[src/rtl/pipe_stall_ctrl_pkg.sv]
// Shared types, stall patterns and sequencer state encodings for pipe_stall_ctrl.
// The stall bit map is fixed: 0=PC, 1=IF, 2=ID, 3=EX, 4=MEM, 5=WB.
package pipe_stall_ctrl_pkg;

  localparam int STALL_W_DFLT  = 6;
  localparam int MC_CNT_W_DFLT = 6;

  typedef logic [STALL_W_DFLT-1:0]  stall_bus_t;
  typedef logic [MC_CNT_W_DFLT-1:0] mc_cnt_bus_t;

  localparam stall_bus_t STALL_NONE = 6'b000000;
  localparam stall_bus_t STALL_ID   = 6'b000111;
  localparam stall_bus_t STALL_EX   = 6'b001111;
  localparam stall_bus_t STALL_MEM  = 6'b011111;

  typedef enum logic [1:0] {
    MC_IDLE = 2'b00,
    MC_RUN  = 2'b01,
    MC_DONE = 2'b10
  } mc_state_t;

  // Deepest requester wins: MEM over EX over ID.
  function automatic stall_bus_t stall_pattern(input logic req_id,
                                               input logic req_ex,
                                               input logic req_mem);
    if (req_mem)     return STALL_MEM;
    else if (req_ex) return STALL_EX;
    else if (req_id) return STALL_ID;
    else             return STALL_NONE;
  endfunction

endpackage

[src/rtl/pipe_stall_ctrl_mc_seq.sv]
// Multi-cycle op sequencer: holds EX for max(N,1) RUN cycles, then DONE until MEM drains.
// Cancel (priority over start) or rst returns to IDLE with no done pulse.
module mc_seq
  import pipe_stall_ctrl_pkg::*;
#(
  parameter int MC_CNT_W = MC_CNT_W_DFLT
) (
  input  logic                clk,
  input  logic                rst,
  input  logic                ex_mc_start,
  input  logic [MC_CNT_W-1:0] ex_mc_cycles,
  input  logic                ex_mc_cancel,
  input  logic                stallreq_mem,
  output logic                ex_stall_req,
  output logic                busy,
  output logic                done
);

  mc_state_t           state;
  logic [MC_CNT_W-1:0] cnt;
  logic                busy_q;
  logic                done_q;

  // NOTE: sequential state uses non-blocking assignments so every flop samples pre-edge values.
  always_ff @(posedge clk) begin
    if (rst) begin
      state  <= MC_IDLE;
      cnt    <= '0;
      busy_q <= 1'b0;
      done_q <= 1'b0;
    end else if (ex_mc_cancel) begin
      state  <= MC_IDLE;
      cnt    <= '0;
      busy_q <= 1'b0;
      done_q <= 1'b0;
    end else begin
      case (state)
        MC_IDLE: begin
          if (ex_mc_start) begin
            state  <= MC_RUN;
            cnt    <= (ex_mc_cycles == '0) ? '0 : ex_mc_cycles - 1'b1;
            busy_q <= 1'b1;
          end
        end
        MC_RUN: begin
          if (cnt != '0) begin
            cnt <= cnt - 1'b1;
          end else begin
            state  <= MC_DONE;
            busy_q <= 1'b0;
            done_q <= 1'b1;
          end
        end
        MC_DONE: begin
          if (!stallreq_mem) begin
            state  <= MC_IDLE;
            done_q <= 1'b0;
          end
        end
        default: begin
          state  <= MC_IDLE;
          cnt    <= '0;
          busy_q <= 1'b0;
          done_q <= 1'b0;
        end
      endcase
    end
  end

  // The start cycle itself stalls so id_ex keeps the op in EX; DONE does not.
  assign ex_stall_req = ~rst & (((state == MC_IDLE) & ex_mc_start & ~ex_mc_cancel) |
                                (state == MC_RUN));
  assign busy = busy_q & ~rst;
  assign done = done_q & ~rst;

endmodule

[src/rtl/pipe_stall_ctrl.sv]
// Central pipeline stall controller: priority-merges ID/EX/MEM requests into the stall vector.
// Define PIPE_STALL_STATS_EN to enable the saturating stall_cycles statistics counter.
module pipe_stall_ctrl
  import pipe_stall_ctrl_pkg::*;
#(
  parameter int MC_CNT_W = MC_CNT_W_DFLT,
  parameter int STALL_W  = STALL_W_DFLT
) (
  input  logic                clk,
  input  logic                rst,
  input  logic                stallreq_id,
  input  logic                stallreq_mem,
  input  logic                ex_mc_start,
  input  logic [MC_CNT_W-1:0] ex_mc_cycles,
  input  logic                ex_mc_cancel,
  output logic [STALL_W-1:0]  stall,
  output logic                ex_mc_busy,
  output logic                ex_mc_done,
  output logic [31:0]         stall_cycles
);

  logic       ex_stall_req;
  stall_bus_t stall_vec;

  mc_seq #(
    .MC_CNT_W (MC_CNT_W)
  ) u_mc_seq (
    .clk          (clk),
    .rst          (rst),
    .ex_mc_start  (ex_mc_start),
    .ex_mc_cycles (ex_mc_cycles),
    .ex_mc_cancel (ex_mc_cancel),
    .stallreq_mem (stallreq_mem),
    .ex_stall_req (ex_stall_req),
    .busy         (ex_mc_busy),
    .done         (ex_mc_done)
  );

  // NOTE: a default assignment first keeps this combinational block from inferring a latch.
  always_comb begin
    stall_vec = STALL_NONE;
    if (!rst) stall_vec = stall_pattern(stallreq_id, ex_stall_req, stallreq_mem);
  end

  assign stall = STALL_W'(stall_vec);

`ifdef PIPE_STALL_STATS_EN
  logic [31:0] stall_cycles_q;

  always_ff @(posedge clk) begin
    if (rst) begin
      stall_cycles_q <= '0;
    end else if (stall_vec[0] && (stall_cycles_q != 32'hFFFF_FFFF)) begin
      stall_cycles_q <= stall_cycles_q + 32'd1;
    end
  end

  assign stall_cycles = stall_cycles_q;
`else
  assign stall_cycles = 32'h0;
`endif

endmodule

[config.mk]
export PLATFORM = sky130hd
export DESIGN_NAME = pipe_stall_ctrl
export DESIGN_NICKNAME = d
export VERILOG_FILES = /design/src/rtl/pipe_stall_ctrl_pkg.sv /design/src/rtl/pipe_stall_ctrl_mc_seq.sv /design/src/rtl/pipe_stall_ctrl.sv
export SDC_FILE = /design/constraint.sdc
export NUM_CORES = 1
export LEC_CHECK = 0
export ABC_AREA = 1
export BUFFER_PORTS_ARGS = -buffer_cell sky130_fd_sc_hd__buf_4
export CAP_MARGIN = 15
export CORE_ASPECT_RATIO = 1.4
export CORE_MARGIN = 2
export CORE_UTILIZATION = 48
export CTS_CLUSTER_DIAMETER = 30
export CTS_CLUSTER_SIZE = 25
export DETAILED_ROUTE_END_ITERATION = 6
export GPL_ROUTABILITY_DRIVEN = 0
export PLACE_DENSITY = 0.94
export SYNTH_ARGS = -nofsm -noshare
export SYNTH_HDL_FRONTEND = slang
export SYNTH_SLANG_ARGS = --single-unit
[constraint.sdc]
create_clock -name clk -period 2.3 [get_ports clk]
set_input_delay 0.115 -clock clk [delete_from_list [all_inputs] [get_ports clk]]
set_output_delay 0.115 -clock clk [all_outputs]
set_load 0.02 [all_outputs]
Word level (Yosys, flattened, before mapping)
Index checks and enable logic that the tools add are counted.
- bits in registers: 10
- word-level logic and storage cells: 48
- input port bits: 12
- add/sub/neg operators: 2
- reduce and logical (&&, ||, !) cells: 8
- equality and inequality tests: 6
- bitwise gates (word level): 10
- muxes and demuxes: 18
- operators with widths (operator ; count):
    6-bit 2-to-1 mux ; 3
    6-bit one-hot mux with 3 select lines ; 1
    3-bit AND reduction ; 4
    6-bit by 1-bit subtractor with 6-bit output (second input constant) ; 2
    5-bit 2-to-1 mux ; 2
    6-bit logical NOT ; 1
    2-bit 2-to-1 mux ; 3
    2-bit inequality test (second input constant) ; 3
    1-bit one-hot mux with 3 select lines ; 2
    2-bit one-hot mux with 3 select lines ; 1
    6-bit nonzero test ; 1
    1-bit AND ; 5
    1-bit 2-to-1 mux ; 4
    4-bit 2-to-1 mux ; 1
    1-bit NOT ; 4
    3-bit 2-to-1 mux ; 1
    2-bit by 1-bit == test with 1-bit output (second input constant) ; 1
    2-bit == test (second input constant) ; 1
    2-bit logical NOT ; 1
    2-bit by 1-bit inequality test with 1-bit output (second input constant) ; 1
    2-bit OR reduction ; 1
    1-bit OR ; 1

Depth between registers and ports, before layout
Gate-level depths: netlist of run 1.
- depth in word-level cells: 8
- depth in mapped cells: 9
- gate-level depth less buffers: 9

Cells and area by module
A second synthesis of run 1 with hierarchy kept.
- cell total of the unflattened synthesis: 158
- area total of the unflattened synthesis: 1012.2 um^2
- by module, submodules not included (module ; area an instance (um^2) ; cells each ; instances):
    mc_seq ; 714.4 ; 115 ; 1
    pipe_stall_ctrl ; 297.8 ; 43 ; 1

Least setup slack after synthesis of run 1
Ideal clock, no wire load.
- path kind: register to output
- from: reg u_mc_seq.state[1]
- to: out stall[1]
- data arrival time: 1.426 ns
- path buffers: 1
- required time: 2.185 ns
- stages on the path, launching flop included: 7
- path slack: 0.759 ns
- cells stage by stage: dfxtp_1 nor2_1 nand2_1 o21ai_0 nand2_1 a21oi_1 buf_4
- longest elaborated chain between the ends: 8
- RTL lines (what ; RTL line ; text):
    start, declared ; pipe_stall_ctrl_mc_seq.sv:19 ; mc_state_t state;
    start signal, assigned ; pipe_stall_ctrl_mc_seq.sv:27 ; state <= MC_IDLE;
    start signal, assigned ; pipe_stall_ctrl_mc_seq.sv:32 ; state <= MC_IDLE;
    start signal, assigned ; pipe_stall_ctrl_mc_seq.sv:40 ; state <= MC_RUN;
    2-bit logical NOT ; pipe_stall_ctrl_mc_seq.sv:71 ; assign ex_stall_req = ~rst & (((state == MC_IDLE) & ex_mc_start & ~ex_mc_cancel) |
    1-bit AND (2 in series) ; pipe_stall_ctrl_mc_seq.sv:71 ;
    1-bit OR (*) ; pipe_stall_ctrl_mc_seq.sv:71 ;
    1-bit AND (*) ; pipe_stall_ctrl_mc_seq.sv:71 ;
    4-bit 2-to-1 mux (*) ; pipe_stall_ctrl_pkg.sv:27 ; else if (req_ex) return STALL_EX;
    5-bit 2-to-1 mux (*) ; pipe_stall_ctrl_pkg.sv:26 ; if (req_mem) return STALL_MEM;
    5-bit 2-to-1 mux (*) ; pipe_stall_ctrl.sv:42 ; if (!rst) stall_vec = stall_pattern(stallreq_id, ex_stall_req, stallreq_mem);
    end, declared ; pipe_stall_ctrl.sv:16 ; output logic [STALL_W-1:0] stall,
Every way passes the cells marked *; elsewhere a longest branch is shown, timed or not.

Final worst setup path of run 1
- from: reg u_mc_seq.state[1]
- to: out stall[2]
Same word-level chain as after synthesis.

==> results_dict.tcl, run 1 <==
set metrics [dict create \
    power.total_w 0.000501 \
    synth_flop_cell "dfxtp_1" \
    p_per_area_mw_per_mm2 476 \
    dieArea_mm2 0.00249 \
    ys_ff_latch 10 \
    worst_path_most_repeated_cell "nand2_1" \
    die_h_um 58.3 \
    post_cts_resize_count 0 \
    drt-total-wl_um 1710 \
    hpwl_um 1440 \
    grt_pass1_vias 750 \
    regToRegSetupSlack_ns 0.82 \
    hp-class "in2reg" \
    clock-sinks 10 \
    synth_edf_count 0 \
    crit_path_end "stall[2]" \
    numPortBuffers 18 \
    final_common_cell "conb_1" \
    synthSimpleGateAreaFrac 0.262 \
    drive_above_1_share 0.175 \
    grt_pass1_wl_um 2890 \
    crit_type "reg2out" \
    critPathLaunchType "flop" \
    peakVddDrop_v 0.000353 \
    worstPathRequired_ns 2.18 \
    die_w_um 42.8 \
    power_leakage_nw 0.545 \
    vias 881 \
    rows 19 \
    synth_adder_area_share 0.0495 \
    fin_crit_ns 1.68 \
    via_per_inst 4.59 \
    ff2ff_path_depth 8 \
    setup_viol 0 \
    antenna_found_initial 0 \
    timing.final.ws_setup_ns 0.622 \
    clkTransAtPathRegs_ns 0.05 \
    synth_top_family_by_area "buffers and inverters" \
    dp_worst_setup_slack_ns 0.836 \
    cp_top_family "simple AND/OR/NAND/NOR gates" \
    first_pass_iters 3 \
    n_fill_cell 205 \
    path_cells "nor2_1, nand2_1, o21ai_0, nand2_1, a21oi_1, buf_4" \
    cts_buffers 3 \
    crit_buf_inv 1 \
    final_cell_mix "33 x conb_1, 23 x nor2_1, 19 x nand2_1" \
    track_usage 0.149 \
    clockBufferDepth 2 \
    layout.nets 189 \
    overflow 0 \
    start_util 0.512 \
    synth_area_mm2 0.00101 \
    reg2reg_to "u_mc_seq.cnt[0]$_SDFFE_PP0P_" \
    synth_cell_type_count 24 \
    tritoncts "built" \
    synth-xor-area-share 0.0260 \
    maxSlewViolCount 0 \
    fin_skew_ns 0.0145 \
    max_stage_delay_ns 0.35 \
    cp-end-kind "output pin" \
    finalSetupTns_ns 0 \
    rsz0062_at_grt "false" \
    core_mm2 0.00197 \
    drt-initial-drc-count 5 \
    postCtsSetupBuffers 0 \
    drv_cap 0 \
    seq_area_frac_synth 0.198 \
    grt_max_degree 10 \
    synthArstFlopShare 0 \
    synth-compound-area-share 0.124 \
    cts-root-buf "clkbuf_4" \
    r2r_start "u_mc_seq.cnt[0]$_SDFFE_PP0P_" \
    post_drt_wl_per_cell_um 8.91 \
    postRouteAntennaNets 0 \
    cts_htree_levels 1 \
    io_pins 52 \
    cp.arrival_ns 1.56 \
    crit_start "u_mc_seq.state[1]$_SDFFE_PP0P_" \
    synth_area_per_cell_um2 6.61 \
    hold_viol_final 0 \
    path_depth 6 \
    num_antenna_cells 0 \
    status "completed" \
    fmax_ghz 0.596 \
    drc_errors 0 \
    slowest_stage "dfxtp_1" \
    cts_hold_buf 0 \
    min_period_over_period 0.730 \
    cp_max_fo 4 \
    worstSkewPairLatency_ns 0.28 \
    synthCells 153 \
    area_growth_pct 4.08 \
    ys_warn_count 0 \
    muxShareOfSynthArea 0 \
]
-- Yosys cell counts, drive strengths merged (4+ instances only) --
cell   number  area share
buf        35        0.26
a21oi      12       0.063
dfxtp      10        0.20
inv        20       0.077
ha          4       0.050
o21ai       7       0.038
nor2       26        0.12
nand3       6       0.030
nand2      20       0.077
-- worst min-delay path by stage --
stage / from / to / cells after the start
after floorplan: ex_mc_cancel / u_mc_seq.cnt[1]$_SDFFE_PP0P_ / 3
after global placement: ex_mc_cancel / u_mc_seq.cnt[1]$_SDFFE_PP0P_ / 4
after detailed placement: ex_mc_cancel / u_mc_seq.cnt[0]$_SDFFE_PP0P_ / 4
after CTS: ex_mc_cancel / u_mc_seq.cnt[0]$_SDFFE_PP0P_ / 4
after global routing: ex_mc_cancel / u_mc_seq.cnt[0]$_SDFFE_PP0P_ / 4
final: ex_mc_cancel / u_mc_seq.cnt[0]$_SDFFE_PP0P_ / 4
-- worst reg2reg max path: stages, from the launching register on --
cell and delay (ns):
dfxtp_1 0.34, inv_1 0.10, ha_1 0.21, nand3_1 0.14, nor2_4 0.06, nor2_4 0.20
o21ai_0 0.13, a21oi_1 0.13, nor2_1 0.05
-- power by group --
group	total (W)	internal (W)	switching, W
combinational	0.000190	0.0000586	0.000131
clock	0.000122	0.0000604	0.0000614
sequential	0.000189	0.000182	0.00000744
-- routing by layer --
metal | vias to the layer above | part of all wire | GRT usage
met5 | - | 0 | 0
li1 | 451 | - | -
met2 | 47 | 0.50 | 0.275
met3 | 5 | 0.11 | 0.0245
met4 | 0 | 0.028 | 0.0938
met1 | 378 | 0.36 | 0.153
-- state kept, by name (all words and copies together) (netlist names) --
register	flops
u_mc_seq.busy_q	1
u_mc_seq.cnt	6
u_mc_seq.done_q	1
u_mc_seq.state	2
-- cell families (layout without fill, tap and decap cells) --
kind of cell,count (synthesis),after routing
buffers and inverters,55,41
other,1,33
adders and majority gates,4,4
AOI/OAI and AO/OA,22,22
DFF,10,10
and+or+nand+nor,58,58
xor gates and xnor gates,3,3
-- per-stage QoR --
step                      hold WS (ns)  area (um2)  std cells  utilization
after floorplan                  0.298        1130        185            -
after global placement           0.417        1030        189        0.522
after detailed placement         0.419        1030        189        0.522
after CTS                        0.142        1050        192        0.533
after global routing             0.174        1050        192        0.533
final                            0.143        1050        192        0.533
-- area by class of cell --
cell class,count,area (um2),share of cell area
well taps,21,26.3,0.0250
flip-flops and latches,10,200,0.190
inverters,20,77.6,0.0737
repair buffers,18,135,0.128
multi-input cells,120,591,0.561
clock buffers,3,22.5,0.0214
Power figures use the tool's default switching activity.
==> inputs of run 2 (changes only) <==
--- a/config.mk
+++ b/config.mk
@@ -10,12 +10,12 @@
 export CAP_MARGIN = 15
 export CORE_ASPECT_RATIO = 1.4
 export CORE_MARGIN = 2
-export CORE_UTILIZATION = 48
+export CORE_UTILIZATION = 45
 export CTS_CLUSTER_DIAMETER = 30
 export CTS_CLUSTER_SIZE = 25
 export DETAILED_ROUTE_END_ITERATION = 6
 export GPL_ROUTABILITY_DRIVEN = 0
-export PLACE_DENSITY = 0.94
+export PLACE_DENSITY = 0.89
 export SYNTH_ARGS = -nofsm -noshare
 export SYNTH_HDL_FRONTEND = slang
 export SYNTH_SLANG_ARGS = --single-unit
==> constraint.sdc (replaced) <==
create_clock -name clk -period 1.6 [get_ports clk]
set_input_delay 0.08 -clock clk [delete_from_list [all_inputs] [get_ports clk]]
set_output_delay 0.08 -clock clk [all_outputs]
set_load 0.02 [all_outputs]
==> run 2 against run 1 <==
Register-to-register slack got worse by 0.65 ns. Combinational power increased by 51%. Hold slack got worse by 0.032 ns. Cell area increased by 3.9%. Critical endpoint is now stall[0]. Via count increased by 1.5%. Final cell count increased by 1.6%. Setup slack got worse by 0.57 ns. Sequential share of layout area decreased by 0.26 points. Critical path depth increased by 1.
==> results_dict.tcl, run 2 (same netlist as run 1, synthesis figures left out) <==
set metrics [dict create \
    status "completed" \
    min_period_over_period 0.967 \
    core_mm2 0.00215 \
    setup_viol 0 \
    fin_skew_ns 0.00259 \
    hold_ws_ns 0.111 \
    timing.final.ws_setup_ns 0.0526 \
    pwr-share-comb 0.390 \
    p_int_w 0.000440 \
    power_leakage_nw 0.560 \
    cts_htree_levels 1 \
    cp-end-kind "output pin" \
    clockBufferDepth 2 \
    p_seq_frac 0.370 \
    finalSetupTns_ns 0 \
    switchingPower_w 0.000296 \
    track_usage 0.150 \
    rsz0062_at_grt "true" \
    final_cell_mix "33 x conb_1, 22 x nor2_1, 18 x nand2_1, 18 x buf_4, 17 x inv_1" \
    top_regs "u_mc_seq.cnt x6, u_mc_seq.state x2" \
    hpwl_um 1490 \
    peakVddDrop_v 0.000337 \
    crit_buf_inv 3 \
    tritoncts "built" \
    fin_crit_ns 1.55 \
    cts-root-buf "clkbuf_4" \
    hp-class "in2reg" \
    rows 20 \
    cp_max_fo 7 \
    via_per_inst 4.58 \
    top_register "u_mc_seq.cnt" \
    clockPowerShare 0.241 \
    drv_cap 0 \
    crit_type "reg2out" \
    die_h_um 60.1 \
    slowest_stage "dfxtp_4" \
    dp_worst_setup_slack_ns 0.201 \
    cts_buffers 3 \
    final_common_cell "conb_1" \
    power_switching_share 0.402 \
    n_fill_cell 236 \
    clock-sinks 10 \
    cp_top_family "flip-flops" \
    worstSkewPairLatency_ns 0.27 \
    postRouteAntennaNets 0 \
    first_pass_iters 4 \
    drt-initial-drc-count 15 \
    layout.nets 191 \
    worstPathRequired_ns 1.52 \
    path_cells "inv_2, nor2_4, inv_4, o21ai_2, nand2_1, a21oi_2, buf_4" \
    hold_viol_final 0 \
    die_w_um 44.1 \
    maxSlewViolCount 0 \
    numPortBuffers 18 \
    drt-total-wl_um 1820 \
    grt_pass1_vias 746 \
    vias 894 \
    cts_hold_buf 0 \
    critPathLaunchType "flop" \
    utilization 0.508 \
    cp.arrival_ns 1.47 \
    p_per_area_mw_per_mm2 672 \
    max_stage_delay_ns 0.37 \
    grt_max_degree 10 \
    area_growth_pct 8.17 \
    grt_pass1_wl_um 2880 \
    overflow 0 \
    post_drt_wl_per_cell_um 9.35 \
    start_util 0.470 \
    io_pins 52 \
    dieArea_mm2 0.00265 \
    num_antenna_cells 0 \
    largest_reg_flops 6 \
    drive_above_1_share 0.220 \
    antenna_found_initial 0 \
    fmax_ghz 0.646 \
    drc_errors 0 \
    clkTransAtPathRegs_ns 0.06 \
]
## run 2: path summary, 6_finish.rpt
| check | start | to | slack, ns | depth (start not counted) |
|---|---|---|---|---|
| min | ex_mc_start | u_mc_seq.state[0]$_SDFFE_PP0P_ | 0.11 | 3 |
| max | u_mc_seq.state[0]$_SDFFE_PP0P_ | stall[0] | 0.05 | 7 |
| max reg2reg | u_mc_seq.cnt[0]$_SDFFE_PP0P_ | u_mc_seq.cnt[0]$_SDFFE_PP0P_ | 0.17 | 8 |
| min reg2reg | u_mc_seq.busy_q$_SDFFE_PP0P_ | u_mc_seq.busy_q$_SDFFE_PP0P_ | 0.48 | 2 |
## run 2: cell type report
cell class	instances	area, um2	share of cell area
clock buffers	3	22.5	0.0206
inverters	20	77.6	0.0709
multi-input cells	120	603	0.551
flip-flops and latches	10	205	0.188
well taps	22	27.5	0.0252
repair buffers	20	158	0.144
## run 2: metal layers
metal	wire [um]	track usage
met1	666	0.147
met2	954	0.286
met3	153	0.0211
met4	50	0.0909
met5	0	0
## run 2: repair_timing
| action | 4_1_cts | 5_1_grt |
|---|---|---|
| setup buffers | 0 | 2 |
| pin swaps | 0 | 4 |
| endpoints found under the setup margin | 3 | 4 |
| hold endpoints to repair | 0 | 0 |
| gates resized for setup | 2 | 8 |
| cloned | 0 | 0 |
## run 2: through the flow
step,area (um2),cells,total power (W)
global placement,1030,190,0.000547
CTS,1060,193,0.000726
floorplan,1130,185,0.000548
global route,1090,195,0.000784
finish,1090,195,0.000735
detailed placement,1030,190,0.000550
## run 2: worst register-to-register path: stages (launching register included)
cell and delay, ns:
dfxtp_1 0.34, inv_1 0.09, ha_1 0.20, nand3_1 0.15, nor2_4 0.06, nor2_4 0.19
o21ai_0 0.13, a21oi_1 0.13, nor2_1 0.05
## run 2: power by group through the flow
stage / clock (W) / sequential (W) / combinational, W
after global placement: 0 / 0.000278 / 0.000269
after CTS: 0.000179 / 0.000272 / 0.000275
final: 0.000177 / 0.000272 / 0.000286
after floorplan: 0 / 0.000275 / 0.000274
after detailed placement: 0 / 0.000278 / 0.000273
after global routing: 0.000190 / 0.000273 / 0.000321
